<file path="src/rtl/ghost_collision_resolver.sv">
// ghost_collision_resolver: compares Pac-Man's tile with the four ghost tiles and
// produces eaten/returned pulses, the Pac-Man-caught event, freeze control and
// the ghost-combo score (200/400/800/1600).
// Optional feature: define GHOST_SWAP_DETECT_EN to also treat a tile swap
// (Pac-Man and a ghost crossing each other in one cycle) as a collision.
// Ghost index order everywhere: 0=blinky, 1=pinky, 2=inky, 3=clyde.
module ghost_collision_resolver #(
    parameter int           XW            = 6,
    parameter int           YW            = 6,
    parameter int           HOME_X        = 13,
    parameter int           HOME_Y        = 14,
    parameter int           FREEZE_CYCLES = 50000000,
    parameter int           SCORE_W       = 12,
    // Encodings shared with the rest of the game (params.vh)
    parameter logic [7:0]   GAME_PLAY     = 8'h01,
    parameter logic [3:0]   ST_CHASE      = 4'd0,
    parameter logic [3:0]   ST_SCATTER    = 4'd1,
    parameter logic [3:0]   ST_FRIGHTENED = 4'd2,
    parameter logic [3:0]   ST_EATEN      = 4'd3
) (
    input  logic               i_clk,
    input  logic               i_rst,
    input  logic [7:0]         i_game_state,
    input  logic               i_ghost_reload,
    input  logic               i_energizers_eaten,
    input  logic [XW-1:0]      i_pac_x,
    input  logic [YW-1:0]      i_pac_y,
    input  logic [XW-1:0]      i_blinky_x,
    input  logic [YW-1:0]      i_blinky_y,
    input  logic [XW-1:0]      i_pinky_x,
    input  logic [YW-1:0]      i_pinky_y,
    input  logic [XW-1:0]      i_inky_x,
    input  logic [YW-1:0]      i_inky_y,
    input  logic [XW-1:0]      i_clyde_x,
    input  logic [YW-1:0]      i_clyde_y,
    input  logic [3:0]         i_blinky_state,
    input  logic [3:0]         i_pinky_state,
    input  logic [3:0]         i_inky_state,
    input  logic [3:0]         i_clyde_state,
    output logic               o_blinky_eaten,
    output logic               o_pinky_eaten,
    output logic               o_inky_eaten,
    output logic               o_clyde_eaten,
    output logic               o_blinky_returned,
    output logic               o_pinky_returned,
    output logic               o_inky_returned,
    output logic               o_clyde_returned,
    output logic               o_pacman_caught,
    output logic               o_freeze,
    output logic [SCORE_W-1:0] o_score_add,
    output logic               o_score_valid
);

    // Counter holds FREEZE_CYCLES-1 down to 0, so o_freeze stays high FREEZE_CYCLES cycles
    localparam int                 CNT_W      = $clog2(FREEZE_CYCLES);
    localparam logic [CNT_W-1:0]   CNT_LOAD   = CNT_W'(FREEZE_CYCLES - 1);
    localparam logic [XW-1:0]      HOME_XV    = XW'(HOME_X);
    localparam logic [YW-1:0]      HOME_YV    = YW'(HOME_Y);
    localparam logic [SCORE_W-1:0] SCORE_BASE = SCORE_W'(200);

    typedef enum logic [1:0] {S_IDLE, S_ACTIVE, S_FREEZE, S_CAUGHT} state_t;

    state_t               state_q, state_d;
    logic [1:0]           combo_q, combo_d;
    logic [CNT_W-1:0]     cnt_q, cnt_d;
    logic [3:0]           armed_q, armed_d;
    logic [3:0]           eaten_q, eaten_d;
    logic [3:0]           returned_q, returned_d;
    logic                 caught_q, caught_d;
    logic                 freeze_q, freeze_d;
    logic [SCORE_W-1:0]   score_add_q, score_add_d;
    logic                 score_valid_q, score_valid_d;

    logic [XW-1:0]        gx  [4];
    logic [YW-1:0]        gy  [4];
    logic [3:0]           gst [4];
    logic [3:0]           fr_mask, danger_mask, home_eaten_mask, not_eaten_mask;
    logic [3:0]           eat_pick;
    logic [1:0]           combo_base;
    logic [SCORE_W-1:0]   score_calc;

    assign gx[0] = i_blinky_x;   assign gy[0] = i_blinky_y;   assign gst[0] = i_blinky_state;
    assign gx[1] = i_pinky_x;    assign gy[1] = i_pinky_y;    assign gst[1] = i_pinky_state;
    assign gx[2] = i_inky_x;     assign gy[2] = i_inky_y;     assign gst[2] = i_inky_state;
    assign gx[3] = i_clyde_x;    assign gy[3] = i_clyde_y;    assign gst[3] = i_clyde_state;

`ifdef GHOST_SWAP_DETECT_EN
    logic [XW-1:0] pac_x_prev_q;
    logic [YW-1:0] pac_y_prev_q;

    // Previous-cycle Pac-Man tile for crossing detection
    always_ff @(posedge i_clk or posedge i_rst) begin
        if (i_rst) begin
            pac_x_prev_q <= '0;
            pac_y_prev_q <= '0;
        end else begin
            pac_x_prev_q <= i_pac_x;
            pac_y_prev_q <= i_pac_y;
        end
    end
`endif

    generate
        for (genvar gi = 0; gi < 4; gi++) begin : g_ghost
            logic same_tile;
            logic collide;
            assign same_tile = (gx[gi] == i_pac_x) && (gy[gi] == i_pac_y);
`ifdef GHOST_SWAP_DETECT_EN
            logic [XW-1:0] gx_prev_q;
            logic [YW-1:0] gy_prev_q;

            // Previous-cycle ghost tile for crossing detection
            always_ff @(posedge i_clk or posedge i_rst) begin
                if (i_rst) begin
                    gx_prev_q <= '0;
                    gy_prev_q <= '0;
                end else begin
                    gx_prev_q <= gx[gi];
                    gy_prev_q <= gy[gi];
                end
            end

            assign collide = same_tile ||
                             ((i_pac_x == gx_prev_q) && (i_pac_y == gy_prev_q) &&
                              (gx[gi] == pac_x_prev_q) && (gy[gi] == pac_y_prev_q));
`else
            assign collide = same_tile;
`endif
            assign fr_mask[gi]         = collide && (gst[gi] == ST_FRIGHTENED);
            assign danger_mask[gi]     = collide && ((gst[gi] == ST_CHASE) || (gst[gi] == ST_SCATTER));
            assign home_eaten_mask[gi] = (gst[gi] == ST_EATEN) && (gx[gi] == HOME_XV) && (gy[gi] == HOME_YV);
            assign not_eaten_mask[gi]  = (gst[gi] != ST_EATEN);
        end
    endgenerate

    // Lowest set bit wins: blinky before pinky before inky before clyde
    assign eat_pick   = fr_mask & (~fr_mask + 4'd1);
    // An energizer in the same cycle as an eat restarts the combo before scoring
    assign combo_base = i_energizers_eaten ? 2'd0 : combo_q;
    assign score_calc = SCORE_BASE << combo_base;

    // Next-state, pulse and score generation
    always_comb begin
        state_d       = state_q;
        combo_d       = combo_base;
        cnt_d         = cnt_q;
        armed_d       = armed_q | not_eaten_mask;
        eaten_d       = 4'b0000;
        returned_d    = 4'b0000;
        caught_d      = 1'b0;
        freeze_d      = 1'b0;
        score_add_d   = '0;
        score_valid_d = 1'b0;

        if ((state_q == S_ACTIVE) || (state_q == S_FREEZE)) begin
            returned_d = home_eaten_mask & armed_q;
            armed_d    = (armed_q & ~(home_eaten_mask & armed_q)) | not_eaten_mask;
        end

        case (state_q)
            S_IDLE: begin
                if (i_game_state == GAME_PLAY) state_d = S_ACTIVE;
            end
            S_ACTIVE: begin
                if (i_game_state != GAME_PLAY) begin
                    state_d = S_IDLE;
                end else if (|fr_mask) begin
                    eaten_d       = eat_pick;
                    score_valid_d = 1'b1;
                    score_add_d   = score_calc;
                    combo_d       = (combo_base == 2'd3) ? 2'd3 : combo_base + 2'd1;
                    cnt_d         = CNT_LOAD;
                    freeze_d      = 1'b1;
                    state_d       = S_FREEZE;
                end else if (|danger_mask) begin
                    caught_d = 1'b1;
                    freeze_d = 1'b1;
                    state_d  = S_CAUGHT;
                end
            end
            S_FREEZE: begin
                if (cnt_q == '0) begin
                    state_d = S_ACTIVE;
                end else begin
                    cnt_d    = cnt_q - 1'b1;
                    freeze_d = 1'b1;
                end
            end
            S_CAUGHT: begin
                freeze_d = 1'b1;
            end
            default: state_d = S_IDLE;
        endcase

        // Level/life restart overrides everything, including this cycle's pulses
        if (i_ghost_reload) begin
            state_d       = S_IDLE;
            combo_d       = 2'd0;
            cnt_d         = '0;
            armed_d       = 4'b1111;
            eaten_d       = 4'b0000;
            returned_d    = 4'b0000;
            caught_d      = 1'b0;
            freeze_d      = 1'b0;
            score_add_d   = '0;
            score_valid_d = 1'b0;
        end
    end

    // State and registered outputs
    always_ff @(posedge i_clk or posedge i_rst) begin
        if (i_rst) begin
            state_q       <= S_IDLE;
            combo_q       <= 2'd0;
            cnt_q         <= '0;
            armed_q       <= 4'b1111;
            eaten_q       <= 4'b0000;
            returned_q    <= 4'b0000;
            caught_q      <= 1'b0;
            freeze_q      <= 1'b0;
            score_add_q   <= '0;
            score_valid_q <= 1'b0;
        end else begin
            state_q       <= state_d;
            combo_q       <= combo_d;
            cnt_q         <= cnt_d;
            armed_q       <= armed_d;
            eaten_q       <= eaten_d;
            returned_q    <= returned_d;
            caught_q      <= caught_d;
            freeze_q      <= freeze_d;
            score_add_q   <= score_add_d;
            score_valid_q <= score_valid_d;
        end
    end

    assign o_blinky_eaten    = eaten_q[0];
    assign o_pinky_eaten     = eaten_q[1];
    assign o_inky_eaten      = eaten_q[2];
    assign o_clyde_eaten     = eaten_q[3];
    assign o_blinky_returned = returned_q[0];
    assign o_pinky_returned  = returned_q[1];
    assign o_inky_returned   = returned_q[2];
    assign o_clyde_returned  = returned_q[3];
    assign o_pacman_caught   = caught_q;
    assign o_freeze          = freeze_q;
    assign o_score_add       = score_add_q;
    assign o_score_valid     = score_valid_q;

endmodule

</file>
<file path="config.mk">
export PLATFORM = sky130hd
export DESIGN_NAME = ghost_collision_resolver
export DESIGN_NICKNAME = d
export VERILOG_FILES = /design/src/rtl/ghost_collision_resolver.sv
export SDC_FILE = /design/constraint.sdc
export NUM_CORES = 1
export LEC_CHECK = 0
export CELL_PAD_IN_SITES_DETAIL_PLACEMENT = 0
export CELL_PAD_IN_SITES_GLOBAL_PLACEMENT = 1
export CORE_MARGIN = 5
export CORE_UTILIZATION = 35
export CTS_CLUSTER_DIAMETER = 40
export DETAILED_ROUTE_END_ITERATION = 7
export DONT_BUFFER_PORTS = 1
export GPL_TIMING_DRIVEN = 0
export PLACE_DENSITY = 0.69
export SLEW_MARGIN = 40
export SYNTH_ARGS = -nofsm -noshare
export SYNTH_HDL_FRONTEND = slang
export SYNTH_SLANG_ARGS = --single-unit
</file>
<file path="constraint.sdc">
create_clock -name i_clk -period 3.5 [get_ports i_clk]
set_input_delay 0.875 -clock i_clk [delete_from_list [all_inputs] [get_ports i_clk]]
set_output_delay 0.875 -clock i_clk [all_outputs]
set_load 0.1 [all_outputs]
</file>
Word level (Yosys, flattened, before mapping)
Index checks and enable logic that the tools add are counted.
Widths: inputs -> output; s select.
Storage, ports and cells
  logic and storage cells: 146
  output and inout bits: 23
  flip-flop bits (word level): 57
  input bits: 88
Cells by class
  reductions and logical operators: 37
  equal/unequal tests: 44
  add/sub/neg operators: 3
  bitwise operators: 7
  shift-type cells: 1
  mux-type cells: 44
Operators with widths (count)
  $mux 26: 4
  $pmux 26 s2: 1
  $eq 6x4->1 const B: 8
  $eq 6x6->1: 8
  $mux 12: 4
  $eq 4x2->1 const B: 8
  $mux 4: 8
  $logic_not 26->1: 1
  $sub 26x1->26 const B: 1
  $mux 2: 12
  $logic_and 1x1->1: 20
  $eq 4x1->1 const B: 4
  $logic_not 4->1: 4
  $ne 4x2->1 const B: 4
  $mux 1: 13
  $and 4x4->4: 3
  $shl 8x2->12 const A: 1
  $ne 3x3->1 const B: 3
  $eq 8x1->1 const B: 1
  $ne 8x1->1 const B: 1
  $not 4->4: 2
  $or 4x4->4: 2
  $reduce_and 4->1: 2
  $reduce_or 4->1: 2
  12 further kinds: 19

Logic depth before layout (Yosys ltp)
  word-level depth: 10
  mapped depth: 10
  gate-level depth less buffers: 8

Worst setup path after synthesis
OpenSTA, ideal clock, no wires.
  path kind: input to register
  start point: input port i_pac_x[2]
  end point: register cnt_q[12]
  data required time: 3.404 ns
  library setup time: 0.096 ns
  stages: 8
  data arrival time: 2.777 ns
  setup slack: 0.627 ns
  cell sequence: clkbuf_1 > xnor2_1 > nand4_1 > nor2_1 > a2111oi_2 > o21ai_2 > buf_6 > a311oi_2
Between the ends
  cells in the longest elaborated chain, start to end: 6
Ends and longest elaborated chain
  from (decl): line 26  | input logic [XW-1:0] i_pac_x,
  $eq 6x6->1: line 107  | assign same_tile = (gx[gi] == i_pac_x) && (gy[gi] == i_pac_y);
  $logic_and 1x1->1: line 107
  $logic_and 1x1->1: line 129  | assign fr_mask[gi] = collide && (gst[gi] == ST_FRIGHTENED);
  $reduce_or 4->1 (*): line 167  | end else if (|fr_mask) begin
  $ne 3x2->1 (no source line) (*)
  $reduce_and 4->1 (no source line) (*)
  to (signal assigned): line 226  | cnt_q <= cnt_d;
  to (decl): line 65  | logic [CNT_W-1:0] cnt_q, cnt_d;
Every way passes the cells marked *; elsewhere a longest branch is shown, timed or not.
A chain may end at the register's enable or synchronous reset.

Worst setup path in the final report
  start point: input port i_pac_x[3]
  end point: register cnt_q[13]
The elaborated chain is that of the path after synthesis.

==> flow_summary.yaml <==
finish:
  n_antenna_cell: 0
  final_nets: 544
  fill_cells: 1083
  layout_commonest_cell: "xnor2_1"
  area_growth_pct: 8.399
  fin_area_mm2: 0.004167
  drive_above_1_share_pct: 11.24
  final_util_pct: 38.60
  seq_area_mm2: 0.001335
  final_cell_mix: "xnor2_1, dfrtp_1, nor2_1"
  instances_no_fill: 585
  multiInputGateArea_mm2: 0.002311
outcome:
  outcome: "completed"
clocking:
  tritoncts: "yes"
  clock_sinks: 53
  post_cts_resized: 0
  clock_latency_ns: 0.32
  ctsLongestPathBuffers: 2
  cts_setup_buffers: 0
  clk_pin_slew_ns: 0.12
  cts-hold-fix-buffers: 0
  root_buffer: "clkbuf_8"
  cts_buffers: 5
  h-tree-depth: 2
synthesis:
  synth_edf_count: 0
  synth_area_mm2: 0.003844
  async_flop_share_pct: 100.0
  synth-seq-cells: 53
  synthFlopType: "dfrtp_1"
  ys_types: 66
  yosysWarningCount: 0
  synth_top_area_share_pct: 31.90
  synthTopCellsByArea: "dfrtp_1, xnor2_1, nand4_1"
  synth-seq-area-share_pct: 34.64
  syn_avg_cell_area_um2: 8.877
  synth_top_area_cell: "dfrtp_1"
  synthCells: 433
route:
  viasPerCell: 5.761
  wl_per_cell_um: 19.46
  drc: 0
  first_iter_violations: 183
  vias: 3370
  firstDrtPassIters: 4
  drt-total-wl_mm: 11.39
  ant_nets: 0
sta:
  fmax_ghz: 0.3109
  slew_headroom_pct: 40.86
  fin_crit_ns: 3.217
  period_share_pct: 91.91
  setup_ws_ns: 0.2832
  setup_viol: 0
  worst_pin_slew_ns: 0.8877
  maxSlewViolCount: 0
  hold_viol_final: 0
  skew_ns: 0.009674
  rsz0062_at_grt: "no"
global_route:
  grt_pass1_wl_mm: 18.07
  antenna_found_initial: 0
  grtUsageTotal_pct: 17.16
  grt_overflow_total: 0
  grt_pass1_vias: 3486
  grt_max_degree: 31
worst_hold_path:
  hp-class: "in -> async"
floorplan:
  dieArea_mm2: 0.01318
  core_mm2: 0.01079
  die_x_um: 114.8
  die_h_um: 114.8
  ioPinCount: 111
  initial_utilization_pct: 35.61
  rows: 38
critical_path:
  reg2regPathDepth: 7
  startpoint_type: "input pin"
  reg2reg_to: "cnt_q[16]"
  path_max_fanout: 10
  r2r-start: "cnt_q[3]"
  crit_arrival_ns: 3.43
  criticalPathCategory: "in -> reg"
  cp_data_required_time_ns: 3.72
  r2r_slack_ns: 0.36
  end_kind: "flop"
placement:
  dp.cells: 577
  dpl-instance-area_mm2: 0.004069
  io_buffers: 0
  dp_hpwl_mm: 8.988
  place_ws_ns: -0.08512
  gp_congestion: 0.8890
power:
  p_clk_share_pct: 32.8
  p_per_area_mw_per_mm2: 287.9
  p_sw_w: 0.0003618
  power.share.combinational_pct: 15.8
  p_int_w: 0.0008378
  vdd_ir_drop_max_mv: 0.1633
  fin_total_pwr_w: 0.001200
  p_leak_nw: 1.684
  sequentialPowerShare_pct: 51.4
  switching_share_pct: 30.16
flow_run:
  drv_cap: 0
## critical path: stages
cell and delay [ns]:
clkbuf_1 0.28, xnor2_1 0.20, nand4_1 0.13, nor4_1 0.65
a2111oi_4 0.23, o21ai_2 0.55, nand2_1 0.20, a32o_1 0.30
## metal layers
layer / global-route usage, % / routed length [um]
met1: 21.77 / 4794
met3: 3.737 / 745
met2: 29.53 / 5668
met4: 4.773 / 178
met5: 0 / 0
## stage by stage
stage / hold WS (ns) / TNS [ns]
2_1_floorplan: 0.4576 / 0
3_3_place_gp: 0.4722 / -1.692
3_5_place_dp: 0.4771 / -0.3317
4_1_cts: 0.3734 / 0
5_1_grt: 0.3747 / 0
6_report: 0.3681 / 0
## power groups by stage
stage / combinational, W / sequential, W / clock, W
finish: 0.000189 / 0.000617 / 0.000394
global route: 0.000207 / 0.000617 / 0.000432
CTS: 0.000190 / 0.000617 / 0.000407
detailed placement: 0.000190 / 0.000628 / 0
global placement: 0.000185 / 0.000628 / 0
floorplan: 0.000151 / 0.000628 / 0
## Yosys cell counts (3+ instances only)
master and instances:
a211oi_1 3, a21oi_1 19, a311oi_1 5, a311oi_2 3
and3_1 9, and4_1 3, buf_4 4, buf_6 3
clkbuf_1 16, dfrtp_1 49, dfstp_2 4, ha_1 12
inv_1 17, mux2i_1 3, nand2_1 30, nand2b_1 8
nand3_1 11, nand3b_1 4, nand4_1 31, nand4b_1 3
nor2_1 38, nor3_1 18, nor4_1 14, o21ai_0 9
o21ai_2 3, o31ai_1 3, or3_1 9, or4_1 4
or4_4 3, xnor2_1 48
## final cells by class
cell class / instances / share of cell area (%)
Inverter: 17 / 1.592
Sequential cell: 53 / 32.04
Timing Repair Buffer: 1 / 0.4805
Multi-Input combinational cell: 338 / 55.47
Clock buffer: 5 / 1.652
Clock inverter: 3 / 0.6907
Tap cell: 140 / 4.204
Buffer: 28 / 3.874
## sequential cells by signal, indices dropped and copies added (netlist names)
name	cells
o_pacman_caught	1
o_freeze	1
cnt_q	26
o_score_add	8
armed_q	4
state_q	2
returned_q	4
combo_q	2
o_score_valid	1
eaten_q	4
## kinds of logic after synthesis
| family | after synthesis | share of synthesized area [%] |
|---|---|---|
| AOI/OAI and AO/OA | 70 | 14.23 |
| xor gates and xnor gates | 48 | 10.94 |
| adders and majority gates | 12 | 3.906 |
| buffers and inverters | 45 | 5.859 |
| DFF | 53 | 34.64 |
| muxes | 5 | 1.367 |
| other | 1 | 0.09756 |
| and+or+nand+nor | 199 | 28.97 |
## how the worst max path moves through the flow
stage           endpoint  slack (ns)  startpoint  cells after the start
6_report       cnt_q[13]        0.28  i_pac_x[3]                      8
5_1_grt        cnt_q[18]        0.08  i_pac_x[3]                      9
4_1_cts        cnt_q[18]        0.27  i_pac_x[3]                      9
3_5_place_dp   cnt_q[18]       -0.09  i_pac_x[3]                      9
3_3_place_gp   cnt_q[16]       -0.19  i_pac_x[4]                      9
2_1_floorplan  cnt_q[12]        0.63  i_pac_x[2]                      8
(Power assumes the default switching activity.)
